--- config.mk ---
export PLATFORM = sky130hd
export DESIGN_NAME = bcd_down_timer
export DESIGN_NICKNAME = d
export VERILOG_FILES = /design/src/rtl/bcd_down_timer_pkg.sv /design/src/rtl/bcd_digit_dec.sv /design/src/rtl/bcd_down_timer.sv
export SDC_FILE = /design/constraint.sdc
export NUM_CORES = 1
export LEC_CHECK = 0
export ABC_CLOCK_PERIOD_IN_PS = 4200
export BUFFER_PORTS_ARGS = -buffer_cell sky130_fd_sc_hd__buf_2
export CORE_MARGIN = 1.5
export CORE_UTILIZATION = 50
export CTS_CLUSTER_DIAMETER = 80
export DETAILED_ROUTE_END_ITERATION = 12
export GPL_ROUTABILITY_DRIVEN = 0
export GPL_TIMING_DRIVEN = 0
export HOLD_SLACK_MARGIN = 0.05
export MAX_ROUTING_LAYER = met4
export PLACE_DENSITY = 0.83
export SYNTH_ARGS = -nofsm -noshare
export SYNTH_HDL_FRONTEND = slang
export SYNTH_SLANG_ARGS = --single-unit
--- constraint.sdc ---
create_clock -name clock -period 4.2 [get_ports clock]
set_clock_uncertainty 0.15 [all_clocks]
set_input_delay 0.84 -clock clock [delete_from_list [all_inputs] [get_ports clock]]
set_output_delay 0.84 -clock clock [all_outputs]
set_load 0.01 [all_outputs]
--- src/rtl/bcd_down_timer_pkg.sv ---
// Shared definitions for the BCD countdown timer: FSM state codes,
// the largest legal BCD digit and a helper that clamps a raw nibble
// into the legal BCD range.
package bcd_down_timer_pkg;

   localparam logic [1:0] ST_IDLE   = 2'd0;
   localparam logic [1:0] ST_RUN    = 2'd1;
   localparam logic [1:0] ST_PAUSED = 2'd2;
   localparam logic [1:0] ST_DONE   = 2'd3;

   localparam logic [3:0] BCD_MAX = 4'd9;

   // Nibbles A..F are not valid BCD, so they are loaded as 9.
   function automatic logic [3:0] sanitiseDigit(input logic [3:0] rawDigit);
      return (rawDigit > BCD_MAX) ? BCD_MAX : rawDigit;
   endfunction

endpackage

--- src/rtl/bcd_digit_dec.sv ---
// One stage of the BCD borrow chain. A digit only decrements when every
// digit below it is zero; that condition arrives on borrow_in.
module bcd_digit_dec
   import bcd_down_timer_pkg::*;
(
   input  logic [3:0] digit,
   input  logic       borrow_in,
   output logic [3:0] next_digit,
   output logic       borrow_out
);

   // Decrement when borrowed from, wrapping 0 to 9.
   always_comb begin
      next_digit = digit;
      if (borrow_in) begin
         next_digit = (digit == 4'd0) ? BCD_MAX : (digit - 4'd1);
      end
   end

   assign borrow_out = borrow_in & (digit == 4'd0);

endmodule

--- src/rtl/bcd_down_timer.sv ---
// Multi-digit BCD countdown timer. Loads a sanitised preset, counts down
// one step per tick while running, and flags terminal count at zero.
// Digit 0 occupies bits [3:0].
module bcd_down_timer
   import bcd_down_timer_pkg::*;
#(
   parameter int DIGITS = 2
)
(
   input  logic                  clock,
   input  logic                  reset,
   input  logic                  load,
   input  logic [4*DIGITS-1:0]   preset_value,
   input  logic                  start,
   input  logic                  pause,
   input  logic                  tick,
   output logic [4*DIGITS-1:0]   count,
   output logic                  running,
   output logic                  done,
   output logic                  done_pulse
);

   localparam int W = 4 * DIGITS;

   logic [1:0]    state_q;
   logic [1:0]    state_d;
   logic [W-1:0]  count_q;
   logic [W-1:0]  count_d;
   logic          done_pulse_q;
   logic          done_pulse_d;

   logic [W-1:0]  decValue;
   logic [W-1:0]  presetSan;
   logic [DIGITS:0] borrow;
   logic          countIsZero;
   logic          countIsOne;

   // Digit 0 always takes the decrement; a borrow ripples upward through
   // each digit that currently reads zero.
   assign borrow[0] = 1'b1;

   for (genvar i = 0; i < DIGITS; i++) begin : gDigit
      bcd_digit_dec uDigit (
         .digit      (count_q[4*i +: 4]),
         .borrow_in  (borrow[i]),
         .next_digit (decValue[4*i +: 4]),
         .borrow_out (borrow[i+1])
      );
   end

   // A borrow that survives past the top digit means every digit is zero.
   assign countIsZero = borrow[DIGITS];
   assign countIsOne  = (count_q == W'(1));

   // Clamp each preset nibble into 0..9 so the count never holds an
   // illegal BCD digit.
   always_comb begin
      presetSan = '0;
      for (int i = 0; i < DIGITS; i++) begin
         presetSan[4*i +: 4] = sanitiseDigit(preset_value[4*i +: 4]);
      end
   end

   // Next-state logic: load overrides everything, then pause beats start,
   // and ticks only count while running. The tick that brings the count
   // from one to zero also moves the FSM into DONE on the same edge.
   always_comb begin
      state_d = state_q;
      count_d = count_q;
      if (load) begin
         count_d = presetSan;
         state_d = ST_IDLE;
      end else begin
         case (state_q)
            ST_IDLE: begin
               if (start && !pause) begin
                  state_d = countIsZero ? ST_DONE : ST_RUN;
               end
            end
            ST_RUN: begin
               if (pause) begin
                  state_d = ST_PAUSED;
               end else if (tick) begin
                  count_d = decValue;
                  if (countIsOne) begin
                     state_d = ST_DONE;
                  end
               end
            end
            ST_PAUSED: begin
               if (start && !pause) begin
                  state_d = ST_RUN;
               end
            end
            ST_DONE: begin
               count_d = '0;
            end
         endcase
      end
      done_pulse_d = (state_d == ST_DONE) && (state_q != ST_DONE);
   end

   // State, count and the entry pulse all update on the rising edge;
   // reset is sampled synchronously and wins over every other input.
   always_ff @(posedge clock) begin
      if (reset) begin
         state_q      <= ST_IDLE;
         count_q      <= '0;
         done_pulse_q <= 1'b0;
      end else begin
         state_q      <= state_d;
         count_q      <= count_d;
         done_pulse_q <= done_pulse_d;
      end
   end

   assign count      = count_q;
   assign running    = (state_q == ST_RUN);
   assign done       = (state_q == ST_DONE);
   assign done_pulse = done_pulse_q;

endmodule

==> results.cfg, run 1 <==
[timing]
slew_headroom_pct = 60.01
rsz0062_at_grt = no
finalWorstSetupSlack_ps = 2075
period_needed_ps = 2125
finalHoldViolations = 0
setup_violations = 0
max_freq_mhz = 470.5
drv_slew = 0
fin_crit_sh_pct = 50.60
worstMarginPinSlew_ps = 599.9
setup_tns_ps = 0

[finish]
nNetsFinal = 142
area_growth_syn_to_layout_pct = 21.82
antenna_cells = 0
nFillCells = 109
drive_gt1_share_pct = 26.23
final_common_cell = buf_2
mostFrequentLayoutCells = 24 x buf_2, 11 x dfxtp_1, 8 x o21ai_0

[worst_setup_path]
slowest_stage = or4_1
cp-end-kind = flop
crit_family = simple AND/OR/NAND/NOR gates
critical_path_buf_inv_count = 1
crit_arrival_ps = 2180
cp-startpoint = count[0]$_SDFFE_PP0P_
critPathKind = reg2reg
r2r_start = count[0]$_SDFFE_PP0P_
critPathLaunchType = flop
cp_max_fo = 7
slowest_delay_ps = 520
required_ps = 4250
path_cells = inv_1 > ha_1 > or3b_1 > or4_1 > o311ai_1 > nor3b_2

[yosys]
ys_ff_latch = 11
netlist_instances = 94
avgSynthCellArea_sq_um = 8.053
synth_area_sq_um = 757.0
synth_edf_count = 0
yosys_warnings = 0
ys_types = 37
synth_fp_nets = 113
synthArstFlopShare_pct = 0
synth_ff_type = dfxtp_1
yosysSeqAreaShare_pct = 29.09

[placement]
io_buffers = 24
dp_hpwl_um = 1344
place_ws_ps = 1838

[floorplanning]
die_y_um = 41.91
core_area_sq_mm = 0.001350
io_pins = 25
rows = 13
chipWidth_um = 41.91
initial_core_util_pct = 56.07
dieArea_sq_mm = 0.001756

[min_path]
min_from = count[6]$_SDFFE_PP0P_
worstHoldPathType = reg2reg

[pwr]
power_density_mw_per_mm2 = 270.0
leakagePower_nw = 0.4032
irDropWorstVdd_mv = 0.1211

[cts]
clock_latency_ps = 270
path_clk_slew_ps = 70
cts_tree = built
ctsResizeCount = 0
clock-sinks = 11
clockBufferDepth = 2
postCtsHoldBufs = 0
post_cts_buffers = 0
numCtsBuffers = 3
cts_root_buf = clkbuf_4
cts_max_level = 1

[route]
drc_errors = 0
vias = 786
vias_per_cell = 5.737
routed_wl_um = 1743
drt-pass1-iter-count = 4
wl_per_cell_um = 12.72
dr.first_iter.drc_count = 18
detail-route-antenna-nets = 0

[global_routing]
antenna_found_initial = 0
grt-ovfl-total = 0
first_global_vias = 733
grt_max_degree = 11
grtUsageTotal_pct = 23.40
grt_pass1_wl_um = 3070

[job]
drv_cap = 0

[status]
status = complete, no violations
## layout make-up
type | instances | area (sq um) | share of cell area [%]
buffer | 3 | 12.51 | 1.357
sequential | 11 | 220.2 | 23.88
inverter | 7 | 26.28 | 2.849
tap | 15 | 18.77 | 2.035
multi-input combinational | 73 | 498.0 | 54.00
clock buffer | 4 | 26.28 | 2.849
timing repair buffer | 24 | 120.1 | 13.03
## metrics by stage
step / cells / area (sq um) / hold slack [ps] / total power [mW] / util (%)
6_report: 137 / 922.1 / 395.3 / 0.2489 / 68.30
2_1_floorplan: 94 / 757.0 / 387.6 / 0.1558 / -
4_1_cts: 137 / 922.1 / 396.5 / 0.2515 / 68.30
3_5_place_dp: 133 / 895.9 / 385.2 / 0.1775 / 66.36
5_1_grt: 137 / 922.1 / 444.4 / 0.2681 / 68.30
3_3_place_gp: 133 / 895.9 / 379.7 / 0.1747 / 66.36
## tightest hold or removal path, delay by kind of cell (launching register included)
family / cells / cell delay, ps
AOI/OAI and AO/OA: 1 / 60
buffers and inverters: 1 / 70
DFF: 1 / 360
## metal layers
metal	routed length, um	track usage (%)	part of all wire, %	vias to the layer above
li1	-	-	-	401
met1	785	28.46	45	350
met2	830	36.56	48	31
met3	104	3.913	6.0	4
met4	23	12.90	1.3	0
met5	0	-	0	-
## worst paths after layout
check	slack [ps]	endpoint	cells after the start
min	400	count[6]$_SDFFE_PP0P_	2
max	2070	state_q[1]$_SDFF_PP0_	6
max reg2reg	2070	state_q[1]$_SDFF_PP0_	6
min reg2reg	400	count[6]$_SDFFE_PP0P_	2
## report_power, final
part           leakage, nW  internal, mW  switching [mW]
clock               0.0150        0.0368          0.0367
sequential          0.0903         0.110         0.00674
combinational        0.298        0.0280          0.0312
## cells by family after synthesis
kind of cell             count (synthesis)  share of synthesized area (%)
adder cells (fa/ha/maj)                  5                          8.264
AO/OA/AOI/OAI                           29                          25.62
AND/OR/NAND/NOR                         38                          30.58
multiplexers                             1                          1.322
buffers and inverters                   10                          5.124
flip-flops                              11                          29.09
## Yosys cell counts (2+ instances only)
cell type / instances / area (sq um)
a21oi_1: 6 / 30.03
clkbuf_1: 2 / 7.510
dfxtp_1: 11 / 220.2
o21a_1: 2 / 15.01
nor3_1: 2 / 10.01
nor2b_1: 4 / 25.02
ha_1: 5 / 62.56
nand2b_1: 4 / 25.02
and2_1: 2 / 12.51
inv_1: 7 / 26.28
o21ai_0: 8 / 40.04
a221oi_1: 3 / 26.28
or3b_1: 2 / 17.52
nor3b_1: 3 / 22.52
nand2_1: 6 / 22.52
nor2_1: 5 / 18.77
a41oi_1: 2 / 17.52
## sequential cells by signal, summed over array words and instances, names as in the netlist
| name | flops |
|---|---|
| count | 8 |
| state_q | 2 |
| done_pulse | 1 |
Note: power is estimated with default switching activity, not from simulation.
==> run 2, diff against run 1 <==
--- a/config.mk
+++ b/config.mk
@@ -5,17 +5,17 @@
 export SDC_FILE = /design/constraint.sdc
 export NUM_CORES = 1
 export LEC_CHECK = 0
-export ABC_CLOCK_PERIOD_IN_PS = 4200
+export ABC_CLOCK_PERIOD_IN_PS = 2200
 export BUFFER_PORTS_ARGS = -buffer_cell sky130_fd_sc_hd__buf_2
 export CORE_MARGIN = 1.5
-export CORE_UTILIZATION = 50
+export CORE_UTILIZATION = 48
 export CTS_CLUSTER_DIAMETER = 80
 export DETAILED_ROUTE_END_ITERATION = 12
 export GPL_ROUTABILITY_DRIVEN = 0
 export GPL_TIMING_DRIVEN = 0
 export HOLD_SLACK_MARGIN = 0.05
 export MAX_ROUTING_LAYER = met4
-export PLACE_DENSITY = 0.83
+export PLACE_DENSITY = 0.8
 export SYNTH_ARGS = -nofsm -noshare
 export SYNTH_HDL_FRONTEND = slang
 export SYNTH_SLANG_ARGS = --single-unit
==> constraint.sdc (replaced) <==
create_clock -name clock -period 2.2 [get_ports clock]
set_clock_uncertainty 0.15 [all_clocks]
set_input_delay 0.44 -clock clock [delete_from_list [all_inputs] [get_ports clock]]
set_output_delay 0.44 -clock clock [all_outputs]
set_load 0.01 [all_outputs]
==> run 2 against run 1 <==
Net effect: first-iteration DRC count down 50%; via count down 0.89%; die area up 3.9%; final cell count up 0.73%; maximum frequency up 4.1%; register-to-register slack worse by 1900 ps; sequential share of layout area up 0.071 points; clock-buffer cell count unchanged; critical path type unchanged; highest routed layer unchanged.
==> results.cfg, run 2 (synthesized netlist as in run 1, its figures left out) <==
[floorplanning]
chipWidth_um = 42.71
initial_core_util_pct = 50.84
rows = 14
io_pins = 25
die_y_um = 42.71
core_area_sq_mm = 0.001489
dieArea_sq_mm = 0.001824

[timing]
setup_tns_ps = 0
drv_slew = 0
max_freq_mhz = 489.6
finalWorstSetupSlack_ps = 157.4
period_needed_ps = 2043
fin_crit_sh_pct = 92.84
worstMarginPinSlew_ps = 627.2
rsz0062_at_grt = no
setup_violations = 0
finalHoldViolations = 0
slew_headroom_pct = 58.19

[placement]
place_ws_ps = 149.5
dp_hpwl_um = 1318
io_buffers = 24
placed_area_sq_um = 897.1

[global_routing]
first_global_vias = 663
grtUsageTotal_pct = 20.29
antenna_found_initial = 0
grt_pass1_wl_um = 2780
grt-ovfl-total = 0
grt_max_degree = 11

[finish]
drive_gt1_share_pct = 27.05
nNetsFinal = 142
largest_reg_flops = 8
antenna_cells = 0
mostFrequentLayoutCells = 24 x buf_2, 10 x dfxtp_1, 8 x o21ai_0
final_common_cell = buf_2
area_growth_syn_to_layout_pct = 22.15
fin_area_sq_um = 924.6

[worst_setup_path]
cp-startpoint = count[1]$_SDFFE_PP0P_
reg2reg_slack_ps = 160
reg2regPathDepth = 6
critPathLaunchType = flop
critPathKind = reg2reg
cp-end-kind = flop
crit_arrival_ps = 2100
r2r_start = count[1]$_SDFFE_PP0P_
worstSetupEndpoint = state_q[1]$_SDFF_PP0_
cp_max_fo = 5
r2r_end = state_q[1]$_SDFF_PP0_
required_ps = 2260

[route]
routed_wl_um = 1700
detail-route-antenna-nets = 0
drc_errors = 0
drt-pass1-iter-count = 4
vias_per_cell = 5.645
vias = 779
dr.first_iter.drc_count = 9
wl_per_cell_um = 12.32

[cts]
numCtsBuffers = 3
cts_root_buf = clkbuf_4
clock-sinks = 11
clock_latency_ps = 280
clockBufferDepth = 2
postCtsHoldBufs = 0
cts_max_level = 1
path_clk_slew_ps = 80
cts_tree = built

[pwr]
irDropWorstVdd_mv = 0.4202
leakagePower_nw = 0.4035
power_density_mw_per_mm2 = 517.2

[job]
drv_cap = 0

[min_path]
worstHoldPathType = in2reg

[status]
status = complete, no violations
[run 2: what timing repair did]
| action | CTS | global route |
|---|---|---|
| buffers inserted | 0 | 0 |
| resized for setup | 0 | 1 |
| setup endpoints to repair | 0 | 2 |
| hold endpoints to repair | 0 | 0 |
[run 2: critical path, cell delays in order (launching register included)]
cell and delay (ps):
dfxtp_1 340, inv_1 100, ha_1 200, or3b_1 380, or4_1 510, o311ai_1 100
nor3b_2 200
[run 2: where the power goes]
group	total [mW]	internal, mW	switching, mW
logic	0.113	0.0534	0.0591
registers	0.222	0.209	0.0127
clock network	0.144	0.0703	0.0732
[run 2: layer usage]
layer / track usage (%) / up-vias / part of all wire, %
met3: 2.553 / 4 / 3.4
met4: 9.375 / 0 / 1.2
met2: 30.91 / 18 / 46
li1: - / 405 / -
met1: 26.74 / 352 / 50
met5: - / - / 0
[run 2: layout make-up]
cell class / instances / area (sq um)
inverters: 7 / 26.28
repair buffers: 24 / 120.1
clock buffers: 4 / 26.28
fillers: 140 / 564.3
plain buffers: 3 / 12.51
well taps: 16 / 20.02
flip-flops and latches: 11 / 221.5
multi-input cells: 73 / 498.0
[run 2: worst min path at each step]
stage	startpoint	slack (ps)	end	depth (start not counted)
final	preset_value[2]	270	count[2]$_SDFFE_PP0P_	3
after global routing	preset_value[6]	290	count[6]$_SDFFE_PP0P_	3
after CTS	preset_value[2]	280	count[2]$_SDFFE_PP0P_	3
after detailed placement	count[6]$_SDFFE_PP0P_	390	count[6]$_SDFFE_PP0P_	2
after global placement	count[6]$_SDFFE_PP0P_	390	count[6]$_SDFFE_PP0P_	2
after floorplan	state_q[0]$_SDFF_PP0_	390	state_q[0]$_SDFF_PP0_	2
[run 2: per-stage QoR]
step	util, %	hold slack (ps)	instances	power, mW
global route	62.10	286.3	138	0.5015
finish	62.10	274.4	138	0.4782
detailed placement	60.25	388.2	134	0.3384
floorplan	-	387.6	94	0.2975
CTS	62.02	275.8	138	0.4765
global placement	60.25	386.7	134	0.3354
==> run 3, diff against run 2 <==
--- a/config.mk
+++ b/config.mk
@@ -19,3 +19,4 @@
 export SYNTH_ARGS = -nofsm -noshare
 export SYNTH_HDL_FRONTEND = slang
 export SYNTH_SLANG_ARGS = --single-unit
+export TNS_END_PERCENT = 50
==> constraint.sdc (replaced) <==
create_clock -name clock -period 2.2 [get_ports clock]
set_clock_uncertainty 0.15 [all_clocks]
set_input_delay 0 -clock clock [delete_from_list [all_inputs] [get_ports clock]]
set_output_delay 0 -clock clock [all_outputs]
set_load 0.01 [all_outputs]
==> run 3 against run 2 <==
Net effect: hold slack got worse by 150 ps; largest power group unchanged; highest routed layer unchanged; global-route usage increased by 6.9 points; maximum frequency fell by 4.0%; setup slack got worse by 85 ps; via count is 19% higher; critical path type unchanged; power is 7.1% higher; sequential share of layout area decreased by 3.9 points; first-iteration DRC count rose to 3.0 times the previous value; utilization is 12 points higher; die area is the same; register-to-register slack got worse by 80 ps.
==> results.cfg, run 3 (synthesized netlist as in run 1, its figures left out) <==
[min_path]
whs_endpoint = count[7]$_SDFFE_PP0P_
worstHoldPathCells = 3
worstHoldPathType = in2reg
min_from = reset

[cts]
clock-sinks = 11
numCtsBuffers = 3
cts_tree = built
clock_latency_ps = 270
path_clk_slew_ps = 80
cts_root_buf = clkbuf_4
clockBufferDepth = 2
post_cts_buffers = 0
cts_max_level = 1

[job]
drv_cap = 0

[finish]
final_common_cell = buf_2
largest_reg_flops = 8
nNetsFinal = 160
final_core_util_pct = 74.20
area_growth_syn_to_layout_pct = 45.95
antenna_cells = 0
drive_gt1_share_pct = 23.57
nFillCells = 110
fin_area_sq_mm = 0.001105
mostFrequentLayoutCells = 24 x buf_2, 18 x dlygate4sd3_1, 10 x dfxtp_1

[worst_setup_path]
reg2regPathDepth = 5
r2r_start = count[3]$_SDFFE_PP0P_
critPathKind = reg2reg
slowest_stage = or4_2
critPathLaunchType = flop
crit_arrival_ps = 2140
critical_path_buf_inv_count = 2
required_ps = 2220
crit_family = simple AND/OR/NAND/NOR gates
slowest_delay_ps = 600
path_cells = inv_1 > or4_2 > nand4_1 > a21oi_1 > dlygate4sd3_1
reg2reg_slack_ps = 70
cp-end-kind = flop
cp_max_fo = 5
r2r_end = count[3]$_SDFFE_PP0P_

[route]
drc_errors = 0
wl_met3_um = 127
vias = 927
wl_per_cell_um = 14.43
top_layer = met4
dr.first_iter.drc_count = 27
detail-route-antenna-nets = 0
routed_wl_um = 2251
wl_met1_um = 898
wl_met2_um = 1143
vias_per_cell = 5.942
drt-pass1-iter-count = 5

[floorplanning]
dieArea_sq_mm = 0.001824
chipWidth_um = 42.71
io_pins = 25
core_area_sq_mm = 0.001489
die_y_um = 42.71
initial_core_util_pct = 50.84
rows = 14

[timing]
setup_violations = 0
finalHoldViolations = 0
drv_slew = 0
period_needed_ps = 2127
worstMarginPinSlew_ps = 665.6
max_freq_mhz = 470.1
hold_slack_ps = 121.2
fin_crit_sh_pct = 96.69
slew_headroom_pct = 55.63
setup_tns_ps = 0
rsz0062_at_grt = no

[pwr]
irDropWorstVdd_mv = 0.3845
leakagePower_nw = 0.4768
power_density_mw_per_mm2 = 463.6

[global_routing]
first_global_vias = 882
grt-ovfl-total = 0
grt_max_degree = 11
grt_pass1_wl_um = 3663
antenna_found_initial = 0
grtUsageTotal_pct = 27.21

[placement]
io_buffers = 24
placed_area_sq_um = 897.1
dp_hpwl_um = 1318

[status]
status = complete, no violations
==> run 3: changes by cell type in the layout (fill, tap and decap cells not counted), sizes merged <==
cell and delta:
dlygate4sd3 +18
==> run 3: report_power, final <==
group          internal (mW)  switching, mW  total (mW)
registers              0.209         0.0132       0.223
clock network         0.0703         0.0773       0.148
logic                 0.0735         0.0685       0.142
==> run 3: layer usage <==
metal	vias up	GRT usage, %
met1	427	29.68
li1	438	-
met2	47	48.18
met5	-	-
met4	0	14.37
met3	15	2.553
==> run 3: through the flow <==
step,total power [mW],setup WS [ps],cells
finish,0.5122,72.90,156
floorplan,0.2975,240.5,94
CTS,0.4995,100.7,156
detailed placement,0.3384,149.5,134
global placement,0.3354,147.7,134
global route,0.5330,9.387,156
==> run 3: worst max path at each step <==
| stage | start | endpoint | slack, ps | cells past startpoint |
|---|---|---|---|---|
| 3_3_place_gp | count[0]$_SDFFE_PP0P_ | state_q[1]$_SDFF_PP0_ | 150 | 6 |
| 5_1_grt | count[3]$_SDFFE_PP0P_ | count[3]$_SDFFE_PP0P_ | 9 | 5 |
| 4_1_cts | count[0]$_SDFFE_PP0P_ | count[3]$_SDFFE_PP0P_ | 100 | 7 |
| 2_1_floorplan | count[0]$_SDFFE_PP0P_ | state_q[1]$_SDFF_PP0_ | 240 | 6 |
| 3_5_place_dp | count[0]$_SDFFE_PP0P_ | state_q[1]$_SDFF_PP0_ | 150 | 6 |
| 6_report | count[3]$_SDFFE_PP0P_ | count[3]$_SDFFE_PP0P_ | 70 | 5 |
==> run 3: what timing repair did <==
item,CTS,global route
endpoints found under the hold margin,10,0
resized for setup,0,1
endpoints found under the setup margin,0,4
hold buffers,18,0
==> run 3: final cells by class <==
class                   instances  area (sq um)  share of cell area (%)
plain buffers                   3         12.51                   1.133
clock buffers                   4         26.28                   2.378
inverters                       7         26.28                   2.378
multi-input cells              73         498.0                   45.07
flip-flops and latches         11         221.5                   20.05
well taps                      16         20.02                   1.812
repair buffers                 42         300.3                   27.18
==> run 3: tightest hold or removal path, stage by stage <==
cell       delay [ps]
buf_2             100
clkbuf_1          230
o2bb2ai_1         180
